## src/rtl/rshift_seq_unit.sv

```systemverilog
// Multi-cycle 16-bit right shifter: 4 bits per cycle while at least 4 remain, then 1 bit per cycle.
// Define RSHIFT_ARITH_EN to honour the arith input (sign-fill); otherwise every shift zero-fills.
module rshift_seq_unit #(
  parameter int unsigned WIDTH = 16
) (
  input  logic             clk,
  input  logic             rst,
  input  logic             start,
  input  logic [WIDTH-1:0] a,
  input  logic [3:0]       shamt,
  input  logic             arith,
  output logic [WIDTH-1:0] r,
  output logic             busy,
  output logic             done
);

  typedef enum logic [0:0] {
    StIdle,
    StShift
  } state_e;

  state_e           state_q, state_d;
  logic [WIDTH-1:0] acc_q, acc_d;
  logic [3:0]       cnt_q, cnt_d;
  logic             busy_q, busy_d;
  logic             done_q, done_d;
  logic             fill_bit;

`ifdef RSHIFT_ARITH_EN
  logic fill_q, fill_d;

  // The MSB survives an arithmetic shift, so it always carries the original sign.
  assign fill_bit = fill_q & acc_q[WIDTH-1];
`else
  logic unused_arith;

  assign unused_arith = arith;
  assign fill_bit     = 1'b0;
`endif

  always_comb begin
    state_d = state_q;
    acc_d   = acc_q;
    cnt_d   = cnt_q;
    busy_d  = busy_q;
    done_d  = 1'b0;
`ifdef RSHIFT_ARITH_EN
    fill_d  = fill_q;
`endif

    unique case (state_q)
      StIdle: begin
        if (start) begin
          acc_d   = a;
          cnt_d   = shamt;
          busy_d  = 1'b1;
          state_d = StShift;
`ifdef RSHIFT_ARITH_EN
          fill_d  = arith;
`endif
        end
      end
      StShift: begin
        if (cnt_q >= 4'd4) begin
          acc_d = {{4{fill_bit}}, acc_q[WIDTH-1:4]};
          cnt_d = cnt_q - 4'd4;
        end else if (cnt_q != 4'd0) begin
          acc_d = {fill_bit, acc_q[WIDTH-1:1]};
          cnt_d = cnt_q - 4'd1;
        end else begin
          state_d = StIdle;
          busy_d  = 1'b0;
          done_d  = 1'b1;
        end
      end
      default: state_d = StIdle;
    endcase
  end

  always_ff @(posedge clk or posedge rst) begin
    if (rst) begin
      state_q <= StIdle;
      acc_q   <= '0;
      cnt_q   <= '0;
      busy_q  <= 1'b0;
      done_q  <= 1'b0;
`ifdef RSHIFT_ARITH_EN
      fill_q  <= 1'b0;
`endif
    end else begin
      state_q <= state_d;
      acc_q   <= acc_d;
      cnt_q   <= cnt_d;
      busy_q  <= busy_d;
      done_q  <= done_d;
`ifdef RSHIFT_ARITH_EN
      fill_q  <= fill_d;
`endif
    end
  end

  assign r    = acc_q;
  assign busy = busy_q;
  assign done = done_q;

endmodule
```

## config.mk

```make
export PLATFORM = sky130hd
export DESIGN_NAME = rshift_seq_unit
export DESIGN_NICKNAME = d
export VERILOG_FILES = /design/src/rtl/rshift_seq_unit.sv
export SDC_FILE = /design/constraint.sdc
export NUM_CORES = 1
export LEC_CHECK = 0
export ABC_AREA = 1
export CORE_MARGIN = 2
export CORE_UTILIZATION = 33
export CTS_CLUSTER_SIZE = 12
export DETAILED_ROUTE_END_ITERATION = 12
export DONT_BUFFER_PORTS = 1
export GPL_TIMING_DRIVEN = 0
export PLACE_DENSITY = 0.44
export SLEW_MARGIN = 10
export SYNTH_ARGS = -nofsm -noshare
export SYNTH_HDL_FRONTEND = slang
export SYNTH_SLANG_ARGS = --single-unit
```

## constraint.sdc

```tcl
create_clock -name clk -period 2.2 [get_ports clk]
set_input_delay 0.55 -clock clk [delete_from_list [all_inputs] [get_ports clk]]
set_output_delay 0.55 -clock clk [all_outputs]
set_load 0.1 [all_outputs]
```

## Word-level counts from Yosys, hierarchy flattened

Index checks and enable logic that the tools add are counted.

- $add $sub $neg: 2
- Multiplexer cells: 19
- Reduce and logical (&&, ||, !) cells: 3
- Equality and inequality tests: 4
- $lt $le $gt $ge: 1
- Bitwise operators: 1

Operator list:

| kind | count |
|---|---|
| 2-to-1 mux 16 bit | 3 |
| one-hot mux 16 bit (2 select lines) | 1 |
| 2-to-1 mux 4 bit | 3 |
| 2-to-1 mux 1 bit | 9 |
| one-hot mux 4 bit (2 select lines) | 1 |
| != test 2 bit, second input constant | 3 |
| >= comparator 4 x 3 -> 1 bit, second input constant | 1 |
| one-hot mux 1 bit (2 select lines) | 2 |
| nonzero test 4 bit | 1 |
| subtractor 4 x 1 -> 4 bit, second input constant | 1 |
| subtractor 4 x 3 -> 4 bit, second input constant | 1 |
| != test 3 x 1 -> 1 bit, second input constant | 1 |
| AND reduction 3 bit | 1 |
| AND reduction 2 bit | 1 |
| inverter 1 bit | 1 |

- Output and inout port bits: 18
- Bits in registers: 23
- Bits of input ports: 24

## Longest topological paths before layout

Gate-level depths: netlist of the first run.

- Depth in word-level cells: 4
- Mapped depth: 8
- Gate-level depth less buffers: 7

## Least setup slack after synthesis of the first run

No wires, ideal clock.

- Path kind: flip-flop to flip-flop
- Start point: register acc_q[13], in the netlist r[13]
- End point: register acc_q[9], in the netlist r[9]
- Cell stages (with the launch flop): 5
- Path buffers: 0
- Arrival: 1.512 ns
- Data required time: 2.126 ns
- Setup time: 0.074 ns
- Slack: 0.613 ns
- Cell sequence: dfrtp_1 inv_1 a21oi_1 o21ai_0 a21oi_2

- Word-level cells in the longest chain between the ends: 2

Ends and longest elaborated chain:

| element | RTL line | source |
|---|---|---|
| from (decl) | 23 | `logic [WIDTH-1:0] acc_q, acc_d;` |
| from (signal assigned) | 83 | `acc_q <= '0;` |
| from (signal assigned) | 92 | `acc_q <= acc_d;` |
| 2-to-1 mux 16 bit | 64 | `if (cnt_q >= 4'd4) begin` |
| one-hot mux 16 bit (2 select lines) | 51 | `unique case (state_q)` |

No other way between the ends.
A chain may end at the register's enable or synchronous reset.

## Worst setup path in the final report of the first run

- Start point: register acc_q[7], in the netlist r[7]
- End point: output r[7]

RTL lines:

| element | RTL line | source |
|---|---|---|
| to (decl) | 12 | `output logic [WIDTH-1:0] r,` |

No word-level cell between the ends.

==> results of run 1 <==
==> layout by cell type (no fill, tap or decap), drive strengths merged <==
master	count
o211ai	1
nor2	14
o21ai	27
inv	20
nand2	20
nand3	4
ha	2
a21oi	38
o21a	1
dfrtp	23
buf	7
clkbuf	5
==> stage by stage <==
stage	hold WS [ns]	setup WS [ns]
finish	0.363	0.354
global route	0.422	0.261
detailed placement	0.545	0.483
CTS	0.406	0.350
global placement	0.529	0.500
floorplan	0.492	0.613
==> synthesized netlist by cell type, types with 2 or more instances <==
cell / n
nor2_2: 11
nor2_1: 3
nand2_1: 20
a21oi_2: 9
dfrtp_1: 23
o21ai_1: 2
buf_6: 5
a21oi_1: 29
ha_1: 2
nand3_1: 3
o21ai_2: 6
o21ai_0: 19
inv_1: 18
==> kinds of logic (layout without fill, tap and decap cells) <==
group	after synthesis	count (layout)	share of synthesized area
AO/OA/AOI/OAI	67	67	0.301
adder cells (fa/ha/maj)	2	2	0.0188
AND/OR/NAND/NOR	38	38	0.135
buffers and inverters	28	32	0.113
flip-flops	23	23	0.432
==> worst min-delay path by stage <==
stage / to / cells after the start / slack, ns / startpoint
6_report: r[15] / 1 / 0.36 / rst
5_1_grt: r[15] / 2 / 0.42 / a[15]
4_1_cts: r[15] / 2 / 0.41 / a[15]
3_5_place_dp: cnt_q[2] / 2 / 0.55 / cnt_q[2]
3_3_place_gp: cnt_q[2] / 2 / 0.53 / cnt_q[2]
2_1_floorplan: cnt_q[2] / 2 / 0.49 / cnt_q[2]
==> registers in the layout, summed over array words and instances (netlist names) <==
register,cells
state_q,1
r,16
cnt_q,4
done,1
busy,1
==> layer usage <==
metal | GRT usage | wire length (um)
met2 | 0.275 | 1640
met3 | 0.0383 | 204
met1 | 0.218 | 1510
met5 | 0 | 0
met4 | 0.0459 | 20
==> final cells by class <==
cell class                      instances  share of cell area
Multi-Input combinational cell        107               0.421
Sequential cell                        23               0.400
Inverter                               20              0.0539
Buffer                                  8              0.0504
Tap cell                               50              0.0434
Clock buffer                            4              0.0313
==> run metrics, run 1 <==
die area=roughly 0.0046 mm^2; # hold bufs at CTS=0; fin area=between 0.001 and 0.0015 mm^2; setup bufs post-CTS=0; initial antenna violation count=0; reg2reg start=cnt_q[2]; via count=around 1100; library cells used by synthesis=21; DP HPWL=about 2500 um; top-area cell type share of the netlist area=0.432; slack of the worst reg-to-reg path=approximately 0.47 ns; synth warn=0; core area=roughly 0.0039 mm^2; proportion of layout cells with a drive suffix above 1=0.247; fmax=about 0.54 GHz; DRC=0; CTS tree=built; multi-input logic area=607 um^2; Tcrit/Tclk final=0.839; status=complete, no violations; Setup CP Type=flip-flop to output port; endpoints failing setup=0; FF-to-FF path depth=7; CTS buffer count=3; non-filler instance count after layout=212; total grt overflow=0; Post-synth EDFFs=0; WP data arrival=1.30 ns; RSZ-0062 raised after global routing=no; Resized Gates After CTS=0; Crit. Startpoint=r[7]; Synth area leaders=dfrtp_1 43%, a21oi_1 11%, o21ai_0 7.1%; number of nets in the layout=approximately 190; gpl congestion=0.734; Clock Tree Root=clkbuf_8; Crit. path cell count=0; largest net degree at the start of global routing=24; fill count=around 430; worst path required time=1.65 ns; max-slew violation count=0; Clock Latency Late Sink=between 0.2 and 0.3 ns; reg-to-reg critical path endpoint=r[0]; global-route wire length before repair=between 5000 and 6000 um; vias in the first global route=1144; Seq/Total Area, Yosys=0.432; crit path time final=approximately 1.8 ns; detailed router's first-iteration violation count=about 50; type of the tightest min-delay check=input port to asynchronous set/reset pin; asr flop ratio synth=1.00; clk buf depth=2; initial core utilization=0.338; CP Max Fanout=4; die width=around 68 um; kind of end point of the critical path=output port; DRT Pass-1 Iters=4; Clock Skew=between 0.006 and 0.007 ns; post-synth top area cell=dfrtp_1; Worst setup SP type=flip-flop; TNS Setup=0 ns; Slew @ Worst Pin=slightly above 1 ns; synth-to-layout area growth=8.08%; Yosys reg bits=23; Site Rows=23; clock-pin transition on the worst setup and hold timing paths=approximately 0.09 ns; Global Route Usage Sum=0.167; routed length per instance=between 15 and 20 um; clock sink count=23; DP Area=between 0.001 and 0.0015 mm^2; num ports=42; max cap viols=0; Total Wirelength=3380 um; slew margin rel.=0.320; Worst setup endpoint=r[7]; number of port buffers=0; ant diodes=0; CTS HTree Levels=1; Placed Cells=~210; Reg area=around 580 um^2; syn_nets=~180; mapped cell area=about 0.0013 mm^2; Final Hold Fails=0; Post-synth top flop=dfrtp_1; Avg Cell Area, Syn=between 8 and 9 um^2; Syn Inst Count=approximately 160; Die Ht=67.5 um; antenna-violating nets left=0; vias per inst=approximately 5.1; fin util=0.365
Power of run 1 is not shown: default switching activity piles up to over one toggle a cycle in this logic, so the estimate is an artifact.
==> inputs of run 2 (changes only) <==
--- a/config.mk
+++ b/config.mk
@@ -12,7 +12,7 @@
 export DETAILED_ROUTE_END_ITERATION = 12
 export DONT_BUFFER_PORTS = 1
 export GPL_TIMING_DRIVEN = 0
-export PLACE_DENSITY = 0.44
+export PLACE_DENSITY = 0.45
 export SLEW_MARGIN = 10
 export SYNTH_ARGS = -nofsm -noshare
 export SYNTH_HDL_FRONTEND = slang
==> constraint.sdc (replaced) <==
create_clock -name clk -period 1.5 [get_ports clk]
set_input_delay 0.375 -clock clk [delete_from_list [all_inputs] [get_ports clk]]
set_output_delay 0.375 -clock clk [all_outputs]
set_load 0.1 [all_outputs]
==> run metrics, run 2 (synthesis results as in run 1) <==
status=complete, no violations; Setup CP Type=flip-flop to flip-flop; Worst Slack Setup Final=0.0914 ns (-0.263 ns); DRC=0 (unchanged); Final Hold Fails=0 (unchanged); most frequent cells in the layout=29 x a21oi_1, 20 x nand2_1, 19 x dfrtp_2; clock-pin transition on the worst setup and hold timing paths=0.09 ns (about the same); CP most frequent cell=inv_2; total grt overflow=0 (unchanged); core area=0.00394 mm^2 (unchanged); Die Ht=67.5 um (unchanged); kind of end point of the critical path=flip-flop; initial core utilization=0.338 (unchanged); gpl congestion=0.727 (-0.91%); worst path required time=1.70 ns (+0.05 ns); proportion of layout cells with a drive suffix above 1=0.429 (+0.182); Most Used Layer, Global Route=met2; DP Area=0.00140 mm^2 (+0.54%); type of the tightest min-delay check=input port to asynchronous set/reset pin; CTS buffer count=3 (unchanged); Tcrit/Tclk final=0.939; # hold bufs at CTS=0 (unchanged); endpoints failing setup=0 (unchanged); number of port buffers=0 (unchanged); crit-path cells=inv_2 -> ha_4 -> inv_2 -> buf_4 -> a21oi_1 -> o21ai_1 -> a21oi_2; die area=0.00456 mm^2 (unchanged); most common cell after layout, fill and taps aside=a21oi_1; clock sink count=23 (unchanged); pre-CTS WS=-0.202 ns (-0.685 ns); fmax=between 0.7 and 0.8 GHz; max FFs per register=16 (unchanged); Worst setup SP type=flip-flop; clk buf depth=2 (unchanged); die width=67.5 um (unchanged); met1 Use GR=0.227 (+0.00897); vias per inst=5.09 (+0.23%); ant diodes=0 (unchanged); met3 Use GR=0.0333 (-0.00500); largest net degree at the start of global routing=24 (unchanged); hold_ws=0.191 ns (-0.173 ns); fin area=0.00155 mm^2 (+7.8%); global-route wire length before repair=5740 um (+0.60%); DRT Pass-1 Iters=4 (unchanged); CP Max Fanout=10 (+6); Clock Skew=0.00250 ns (-0.00388 ns); TNS Setup=0 ns (unchanged); DP HPWL=2530 um (+1.3%); fill count=416 (-3.7%); via count=1109 (+3.1%); slew margin rel.=0.386 (+0.0662); WP data arrival=1.61 ns (+0.31 ns); Clock Tree Root=clkbuf_8; antenna-violating nets left=0 (unchanged); max-slew violation count=0 (unchanged); detailed router's first-iteration violation count=29 (-41%); initial antenna violation count=0 (unchanged); Crit-path slowest cell=dfrtp_1; crit-path max cell delay=approximately 0.42 ns; FF-to-FF path depth=7 (unchanged); vias in the first global route=1139 (-0.44%); Total Wirelength=3550 um (+5.0%); Clock Latency Late Sink=0.27 ns (about the same); Site Rows=23 (unchanged); Slew @ Worst Pin=0.920 ns (-0.100 ns); routed length per instance=16.3 um (+2.1%); CTS tree=built; met2 usage=0.279 (+0.00490); Global Route Usage Sum=0.172 (+0.00543); number of nets in the layout=195 (+3.2%); CTS HTree Levels=1 (unchanged); num ports=42 (unchanged); synth-to-layout area growth=16.5%; max cap viols=0 (unchanged); crit path time final=roughly 1.4 ns
## run 2: cell types whose count changed in the layout (fill, tap and decap cells not counted), sizes merged
cell	delta
buf	+6
## run 2: area by class of cell
cell class | instances | area, um^2 | area share
Inverter | 20 | 77.6 | 0.0500
Multi-Input combinational cell | 107 | 647 | 0.417
Sequential cell | 23 | 599 | 0.386
Buffer | 8 | 76.3 | 0.0492
Tap cell | 50 | 62.6 | 0.0403
Clock buffer | 4 | 45.0 | 0.0290
Timing Repair Buffer | 6 | 45.0 | 0.0290
## run 2: stage by stage
| step | std cells | util |
|---|---|---|
| floorplan | 158 | - |
| global placement | 208 | 0.356 |
| detailed placement | 208 | 0.356 |
| CTS | 214 | 0.381 |
| global route | 218 | 0.394 |
| finish | 218 | 0.394 |
## run 2: path summary, 6_finish.rpt
check | start | endpoint | slack (ns)
max in group asynchronous | rst | r[5] | 0.69
worst max register to register | cnt_q[2] | r[0] | 0.09
min in group clk | a[15] | r[15] | 0.23
worst min register to register | cnt_q[2] | cnt_q[2] | 0.55
worst min-delay path | rst | r[14] | 0.19
worst max-delay path | cnt_q[2] | r[0] | 0.09
## run 2: what timing repair did
action                     in CTS  in global routing
setup buffers                   2                  4
pin swaps                       0                  3
cloned                          0                  0
setup endpoints to repair      33                 19
gates resized for setup        19                 12
## run 2: metal layers
layer,wire length [um],up-vias,part of all wire
li1,-,544,-
met1,1610,533,0.46
met2,1680,27,0.47
met3,196,5,0.055
met4,50,0,0.014
met5,0,-,0
## run 2: critical path, delay by kind of cell, from the launching register on
family                   cells  cell delay (ns)
adder cells (fa/ha/maj)      1             0.18
flip-flops                   1             0.42
AO/OA/AOI/OAI                3             0.41
buffers and inverters        3             0.33
Power of run 2 is left out for the same reason.
==> inputs of run 3 (changes only) <==
--- a/config.mk
+++ b/config.mk
@@ -8,6 +8,8 @@
 export ABC_AREA = 1
 export CORE_MARGIN = 2
 export CORE_UTILIZATION = 33
+export CTS_BUF_LIST = sky130_fd_sc_hd__clkbuf_16
+export CTS_CLUSTER_DIAMETER = 200
 export CTS_CLUSTER_SIZE = 12
 export DETAILED_ROUTE_END_ITERATION = 12
 export DONT_BUFFER_PORTS = 1
==> run metrics, run 3 (synthesis results as in run 1) <==
Clock Latency Late Sink=0.26 ns (about the same); number of nets in the layout=194 (-0.51%); endpoints failing setup=0 (unchanged); total grt overflow=0 (unchanged); status=complete, no violations; fmax=0.712 GHz (+0.33%); clock sink count=23 (unchanged); max cap viols=0 (unchanged); Die Ht=67.5 um (unchanged); slew margin rel.=0.381 (-0.00526); FF-to-FF path depth=7 (unchanged); CTS buffer count=3 (unchanged); fin area=0.00158 mm^2 (+1.6%); DP Area=0.00140 mm^2 (unchanged); ant diodes=0 (unchanged); CP Max Fanout=10 (unchanged); Clock Skew=0.00236 ns (-0.000139 ns); initial core utilization=0.338 (unchanged); detailed router's first-iteration violation count=25 (-14%); DP HPWL=2530 um (unchanged); clock-pin transition on the worst setup and hold timing paths=0.06 ns (-0.03 ns); CTS HTree Levels=1 (unchanged); Reg area=598 um^2 (-0.21%); CTS tree=built; DRC=0 (unchanged); most common cell after layout, fill and taps aside=a21oi_1; type of the tightest min-delay check=input port to asynchronous set/reset pin; die area=0.00456 mm^2 (unchanged); antenna-violating nets left=0 (unchanged); Setup CP Type=flip-flop to flip-flop; vias per inst=5.10 (+0.28%); most frequent cells in the layout=29 x a21oi_1, 20 x nand2_1, 18 x dfrtp_2; clk buf depth=2 (unchanged); Final Hold Fails=0 (unchanged); kind of end point of the critical path=flip-flop; crit-path cells=inv_2 -> ha_4 -> inv_2 -> buf_4 -> a21oi_1 -> o21ai_1 -> a21oi_2; crit-path max cell delay=0.41 ns (about the same); core area=0.00394 mm^2 (unchanged); global-route wire length before repair=5720 um (-0.35%); vias in the first global route=1145 (+0.53%); via count=1107 (-0.18%); routed length per instance=16.2 um (-0.30%); slack of the worst reg-to-reg path=0.1 ns (about the same); reg-to-reg critical path endpoint=r[0]; max FFs per register=16 (unchanged); Slew @ Worst Pin=0.928 ns (+0.00788 ns); Clock Tree Root=clkbuf_16; die width=67.5 um (unchanged); largest net degree at the start of global routing=24 (unchanged); CP bufs+invs=3 (unchanged); Global Route Usage Sum=0.171 (-0.00105); num ports=42 (unchanged); Tcrit/Tclk final=0.936 (-0.00307); # hold bufs at CTS=0 (unchanged); CP most frequent cell=inv_2; max-slew violation count=0 (unchanged); Worst setup SP type=flip-flop; DRT Pass-1 Iters=4 (unchanged); Crit-path slowest cell=dfrtp_1; proportion of layout cells with a drive suffix above 1=0.419 (-0.00941); synth-to-layout area growth=18.4%; fill count=413 (-0.72%); reg2reg start=cnt_q[2]; worst path required time=1.69 ns (about the same); Total Wirelength=3520 um (-0.76%); number of port buffers=0 (unchanged); crit path time final=1.40 ns (-0.00461 ns); Site Rows=23 (unchanged); top cell family by delay on the critical path=compound AO/OA/AOI/OAI gates; initial antenna violation count=0 (unchanged); WP data arrival=1.59 ns (-0.02 ns); gpl congestion=0.727 (unchanged); multi-input logic area=647 um^2 (unchanged)
==> run 3: cell types whose count changed in the layout (fill, tap and decap cells not counted) <==
cell and change:
buf_4 -1, clkbuf_1 -1, clkbuf_16 +3, clkbuf_8 -3, dfrtp_1 +1, dfrtp_2 -1
inv_1 +1, o21ai_0 +1, o21ai_1 -1
==> run 3: cell type report <==
class                      count  area share
timing repair buffer           5      0.0238
tap                           50      0.0397
sequential                    23       0.379
clock inverter                 1     0.00238
inverter                      20      0.0492
multi-input combinational    107       0.410
buffer                         8      0.0484
clock buffer                   3      0.0476
==> run 3: stage by stage <==
step                      hold slack (ns)  setup TNS, ns  instances  setup WS (ns)  utilization
after floorplan                     0.377              0        158       0.000755            -
after global placement              0.506          -2.95        208         -0.190        0.356
after detailed placement            0.514          -3.13        208         -0.202        0.356
after CTS                           0.242              0        214       0.000628        0.389
after global routing                0.264        -0.0102        217       -0.00445        0.400
final                               0.212              0        217         0.0960        0.400
==> run 3: per-layer routing <==
layer / global-route usage / part of all wire / vias to the layer above
met2: 0.282 / 0.48 / 27
met3: 0.0333 / 0.056 / 5
li1: - / - / 546
met1: 0.222 / 0.44 / 529
met5: 0 / 0 / -
met4: 0.0612 / 0.014 / 0
==> run 3: worst max-delay path by stage <==
stage	startpoint	endpoint	slack, ns	cells after the start
final	cnt_q[2]	r[0]	0.1	7
after global placement	cnt_q[2]	r[0]	-0.19	7
after global routing	state_q	r[2]	-0.004	5
after detailed placement	cnt_q[2]	r[0]	-0.20	7
after floorplan	r[7]	r[6]	0.0008	4
after CTS	cnt_q[0]	r[6]	0.0006	8
==> run 3: timing repair <==
action	in CTS	in global routing
gates resized for setup	19	10
pin swaps	0	3
gates cloned	0	0
setup buffers	2	3
setup endpoints to repair	33	19
Power of run 3 is left out for the same reason.
